==> config.mk <==
export PLATFORM = sky130hd
export DESIGN_NAME = nvram_backup_ctrl
export DESIGN_NICKNAME = d
export VERILOG_FILES = /design/src/rtl/nvram_backup_ctrl.sv
export SDC_FILE = /design/constraint.sdc
export NUM_CORES = 1
export LEC_CHECK = 0
export CAP_MARGIN = 20
export CORE_UTILIZATION = 53
export CTS_CLUSTER_SIZE = 16
export DETAILED_ROUTE_END_ITERATION = 12
export PLACE_DENSITY = 0.89
export SYNTH_ARGS = -nofsm -noshare
export SYNTH_HDL_FRONTEND = slang
export SYNTH_SLANG_ARGS = --single-unit
==> constraint.sdc <==
create_clock -name clk_sys -period 2.9 [get_ports clk_sys]
set_input_delay 0.58 -clock clk_sys [delete_from_list [all_inputs] [get_ports clk_sys]]
set_output_delay 0.58 -clock clk_sys [all_outputs]
set_load 0.02 [all_outputs]
==> src/rtl/nvram_backup_ctrl.sv <==
// Save-RAM backup sequencer: loads the SAV image sector by sector on mount and writes it
// back on a manual request or after an idle period following core nvram writes.
module nvram_backup_ctrl #(
  parameter int unsigned SECTORS      = 16,
  parameter logic [23:0] AUTOSAVE_CYC = 24'd10_000_000
) (
  input  logic        clk_sys,
  input  logic        reset,
  input  logic        img_mounted,
  input  logic [31:0] img_size,
  input  logic        download,
  input  logic        save_req,
  input  logic        autosave,
  input  logic        nvram_we,
  input  logic        sd_ack,
  output logic [31:0] sd_lba,
  output logic        sd_rd,
  output logic        sd_wr,
  output logic        bk_ena,
  output logic        bk_busy,
  output logic        bk_dirty,
  output logic        bk_reset
);

  typedef enum logic [1:0] {IDLE, WAIT_ACK, XFER, STEP} state_e;
  typedef enum logic {OP_LOAD, OP_SAVE} op_e;

  localparam logic [31:0] LAST_LBA = 32'(SECTORS - 1);

  state_e      state_q, state_d;
  op_e         op_q, op_d;
  logic [31:0] lba_q, lba_d;
  logic        rd_q, rd_d, wr_q, wr_d;
  logic        ena_q, ena_d;
  logic        load_pend_q, load_pend_d;
  logic        save_pend_q, save_pend_d;
  logic        dirty_q, dirty_d;
  logic        rst_pulse_q, rst_pulse_d;
  logic        abort_q, abort_d;
  logic [23:0] idle_cnt_q, idle_cnt_d;
  logic        mnt_prev_q, save_prev_q, dl_prev_q, ack_prev_q;

  logic mnt_rise, save_rise, dl_rise, ack_rise, ack_fall, mnt_valid;
  logic start_load, start_save, load_done, load_active, save_trig;

  assign mnt_rise  = img_mounted & ~mnt_prev_q;
  assign save_rise = save_req & ~save_prev_q;
  assign dl_rise   = download & ~dl_prev_q;
  assign ack_rise  = sd_ack & ~ack_prev_q;
  assign ack_fall  = ~sd_ack & ack_prev_q;
  assign mnt_valid = (img_size != 32'd0);

  // STEP sits between the ack fall and the next command so both the next
  // sector and the bk_reset pulse appear two cycles after the fall.
  always_comb begin
    // NOTE: every combinational output gets a default first so no path leaves it unassigned (no latch).
    state_d     = state_q;
    op_d        = op_q;
    lba_d       = lba_q;
    rd_d        = rd_q;
    wr_d        = wr_q;
    rst_pulse_d = 1'b0;
    start_load  = 1'b0;
    start_save  = 1'b0;
    load_done   = 1'b0;
    unique case (state_q)
      IDLE: begin
        if (!dl_rise && ena_q && load_pend_q) begin
          op_d       = OP_LOAD;
          lba_d      = 32'd0;
          rd_d       = 1'b1;
          state_d    = WAIT_ACK;
          start_load = 1'b1;
        end else if (!dl_rise && ena_q && save_pend_q) begin
          op_d       = OP_SAVE;
          lba_d      = 32'd0;
          wr_d       = 1'b1;
          state_d    = WAIT_ACK;
          start_save = 1'b1;
        end
      end
      WAIT_ACK: begin
        if (ack_rise) begin
          rd_d    = 1'b0;
          wr_d    = 1'b0;
          state_d = XFER;
        end
      end
      XFER: begin
        if (ack_fall) state_d = STEP;
      end
      STEP: begin
        if (lba_q == LAST_LBA || abort_q) begin
          state_d = IDLE;
          if (op_q == OP_LOAD && !abort_q) begin
            rst_pulse_d = 1'b1;
            load_done   = 1'b1;
          end
        end else begin
          lba_d   = lba_q + 32'd1;
          rd_d    = (op_q == OP_LOAD);
          wr_d    = (op_q == OP_SAVE);
          state_d = WAIT_ACK;
        end
      end
      default: state_d = IDLE;
    endcase
    abort_d = (state_d != IDLE) && (abort_q || dl_rise);
  end

  assign load_active = ((state_q != IDLE) && (op_q == OP_LOAD)) || start_load;

  always_comb begin
    ena_d = ena_q;
    if (mnt_rise) ena_d = mnt_valid;
    if (dl_rise)  ena_d = 1'b0;

    // The next-cycle enable lets a save request coincident with a mount be kept.
    save_trig = ena_d & (save_rise |
                (autosave & dirty_q & (idle_cnt_q == AUTOSAVE_CYC) & ~save_pend_q));

    load_pend_d = load_pend_q;
    if (start_load) load_pend_d = 1'b0;
    if (mnt_rise)   load_pend_d = mnt_valid;
    if (dl_rise)    load_pend_d = 1'b0;

    save_pend_d = save_pend_q;
    if (start_save) save_pend_d = 1'b0;
    if (save_trig)  save_pend_d = 1'b1;
    if (dl_rise)    save_pend_d = 1'b0;

    dirty_d = dirty_q;
    if (start_save || load_done)   dirty_d = 1'b0;
    if (nvram_we && !load_active)  dirty_d = 1'b1;
    if (dl_rise)                   dirty_d = 1'b0;

    idle_cnt_d = idle_cnt_q;
    if (dirty_q && state_q == IDLE && idle_cnt_q < AUTOSAVE_CYC) idle_cnt_d = idle_cnt_q + 24'd1;
    if (start_save || nvram_we) idle_cnt_d = 24'd0;
  end

  always_ff @(posedge clk_sys or posedge reset) begin
    if (reset) begin
      state_q     <= IDLE;
      op_q        <= OP_LOAD;
      lba_q       <= 32'd0;
      rd_q        <= 1'b0;
      wr_q        <= 1'b0;
      ena_q       <= 1'b0;
      load_pend_q <= 1'b0;
      save_pend_q <= 1'b0;
      dirty_q     <= 1'b0;
      rst_pulse_q <= 1'b0;
      abort_q     <= 1'b0;
      idle_cnt_q  <= 24'd0;
      mnt_prev_q  <= 1'b0;
      save_prev_q <= 1'b0;
      dl_prev_q   <= 1'b0;
      ack_prev_q  <= 1'b0;
    end else begin
      // NOTE: non-blocking assignments so every register samples pre-edge values.
      state_q     <= state_d;
      op_q        <= op_d;
      lba_q       <= lba_d;
      rd_q        <= rd_d;
      wr_q        <= wr_d;
      ena_q       <= ena_d;
      load_pend_q <= load_pend_d;
      save_pend_q <= save_pend_d;
      dirty_q     <= dirty_d;
      rst_pulse_q <= rst_pulse_d;
      abort_q     <= abort_d;
      idle_cnt_q  <= idle_cnt_d;
      mnt_prev_q  <= img_mounted;
      save_prev_q <= save_req;
      dl_prev_q   <= download;
      ack_prev_q  <= sd_ack;
    end
  end

  assign sd_lba   = lba_q;
  assign sd_rd    = rd_q;
  assign sd_wr    = wr_q;
  assign bk_ena   = ena_q;
  assign bk_busy  = (state_q != IDLE);
  assign bk_dirty = dirty_q;
  assign bk_reset = rst_pulse_q;

endmodule

==> results by group <==
Worst setup path
  • CP Max Fanout: 19
  • Crit Path Category: register to register
  • Critical Path RT: about 3200 ps
  • Startpoint types: register
  • Cell family with the largest share of critical-path delay: compound AO/OA/AOI/OAI gates
  • Cell breakdown of the critical path: or3_4, or3_2, o31ai_4, o21ai_0, a21oi_1
  • Worst EP arrival: about 2700 ps
  • Worst setup EP type: register
  • Max incr delay on CP: 650 ps
  • Buf/Inv on CP: 0
  • CP max stage cell: o31ai_4

Routing
  • # DRC: 0
  • First-pass iteration count of the detailed router: 5
  • Total vias in the final route: 4160
  • Vias per inst: roughly 6.6
  • WL per Instance: 16.7 um
  • Final wirelength: about 11000 um
  • DRT antenna net count: 0
  • Initial DRC Count: about 410

Placed design
  • Hpwl dp: approximately 7400 um
  • Routability congestion estimate: about 0.88
  • Pre-CTS setup slack: 298 ps
  • Port-buffer cells: 77
  • Placed cell area: 4990 um2

Global routing
  • Initial antenna violation count: 0
  • Vias in the first global route: 3764
  • Largest net degree at the start of global routing: 57
  • Overall Global Routing Usage: around 27%
  • Global-route wire length before repair: 17800 um
  • Total global routing overflow: 0

Clock tree
  • Post-CTS Resized: 0
  • Hold_buf cts: 0
  • CTS tree: yes
  • CTS H-tree lvls: 3
  • Clock sink total: 71
  • CTS max path bufs: 2
  • Post-CTS setup buffer count: 0
  • TritonCTS Buffers: 9
  • Clock Pin Slew Worst Setup and Hold Paths: 70 ps
  • Worst skew pair latency: ~350 ps
  • CTS root buffer: clkbuf_8

Logic synthesis
  • Ys async rst share: 100%
  • Syn avg cell area: 9.15 um2
  • Synth top area share: 43.0%
  • Synth Flop Type: dfrtp_1
  • Count of cell types in the netlist: 60
  • Syn nets: 495
  • Sequential area share after synthesis: a little over two fifths
  • Post-synthesis register bit count: 71
  • Yosys Warn Count: 0
  • Synthesized cell area: 4140 um2
  • Mapped Cells: 452
  • Post-synth top area cell: dfrtp_1
  • EDFF count, synth: 0
  • Synth top area cells: dfrtp_1 (43%), or4_1 (4.9%), a21oi_1 (4.2%)

Run status
  • Status: finished clean

Min path
  • Hold Crit Class: input pin to async pin

Timing
  • TNS Setup: 0 ps
  • Rel. slew slack: 54.8%
  • Crit share post-route: ~85%
  • PnR worst setup slack: about 430 ps
  • Worst Max-Slew Pin Slew: 679 ps
  • Max-slew violation count: 0
  • Final hold violations: 0
  • Min Hold Slack: 535 ps
  • Max Freq: just over 400 MHz
  • # setup viols final: 0
  • Minimum clock period after layout: 2470 ps
  • RSZ-0062 raised after global routing: no
  • Skew final: ~9.4 ps

Final layout
  • Diodes inserted: 0
  • Max reg flops: 32
  • Most common cell after layout, fill and taps aside: clkdlybuf4s50_1
  • Most frequent cells in the layout: clkdlybuf4s50_1 (77), dfrtp_1 (71), nand2_1 (42)
  • Final Instance Area: about 5200 um2
  • Layout net count: 570
  • P&R area growth vs syn: 26.6%
  • Layout cell share with drive strength beyond 1: between 8 and 9%

Pwr
  • Leakage dissipation: 1.97 nW
  • VDD IR max: roughly 0.33 mV
  • Total power: 2.96 mW
  • Pwr dens: 566 nW/um2

Floorplanning
  • Die W: 90.3 um
  • Initial Util: 55.8%
  • Core area: 7410 um2
  • Die H: 90.3 um
  • # rows: 31
  • DIE AREA: 8160 um2
  • # IOs: between 70 and 80

Run
  • Max-cap viol count: 0
-- worst reg2reg max path: stages, from the launching register on --
cell and delay, ps:
dfrtp_1 460, or3_4 440, or3_2 480, o31ai_4 650, o21ai_0 180, a21oi_1 180
-- power breakdown --
part	leakage (nW)	internal [mW]	switching, mW
sequential	0.964	1.08	0.149
clock	0.116	0.595	0.381
combinational	0.892	0.328	0.425
total	1.97	2.01	0.955
-- final timing paths --
kind | from | to | slack (ps) | cells past startpoint
max in group asynchronous | reset | sd_lba[21] | 1770 | 3
setup reg to reg | idle_cnt_q[16] | idle_cnt_q[1] | 430 | 5
hold reg to reg | abort_q | bk_reset | 530 | 1
hold / removal | reset | idle_cnt_q[0] | 530 | 2
min in group clk_sys | abort_q | bk_reset | 540 | 1
setup / recovery | idle_cnt_q[16] | idle_cnt_q[1] | 430 | 5
-- routing by layer --
layer  global-route usage (%)  wire, um  vias up
met1                     37.4      4410     1992
li1                         -         -     1902
met4                     10.8       215        0
met2                     42.3      5060      241
met3                     3.87       851       25
met5                        0         0        -
-- synth_stat cells (7+ instances only) --
master and count:
o31ai_1 20, or4_1 27, nor4_1 21, o21ai_0 17
mux2i_1 8, nand4_1 11, clkbuf_1 13, a21oi_1 35
nand2b_1 8, and3_1 7, dfrtp_1 71, nand3_1 27
inv_1 7, xor2_1 9, nor3_1 9, nand2_1 42
nor2_1 25, o211ai_1 10, or3_1 10
-- kinds of logic after synthesis --
kind of cell    count (synthesis)  synth area share [%]
simple gates                  222                  30.9
compound gates                110                  17.7
flops                          71                  43.0
buf+inv                        29                  3.66
xor+xnor                        9                  1.91
mux                             8                  1.94
fa+ha+maj                       3                 0.908
-- metrics by stage --
stage          utilization, %  cells
3_5_place_dp             67.3    615
2_1_floorplan               -    452
6_report                 70.7    631
5_1_grt                  70.7    631
4_1_cts                  70.7    631
3_3_place_gp             67.3    615
-- area by class of cell --
class	count	area [um2]
Tap cell	99	124
Clock buffer	11	141
Inverter	7	26.3
Clock inverter	5	105
Sequential cell	71	1780
Multi-Input combinational cell	352	2210
Timing Repair Buffer	86	851
Fill cell	549	2170
Power figures use the tool's default switching activity.
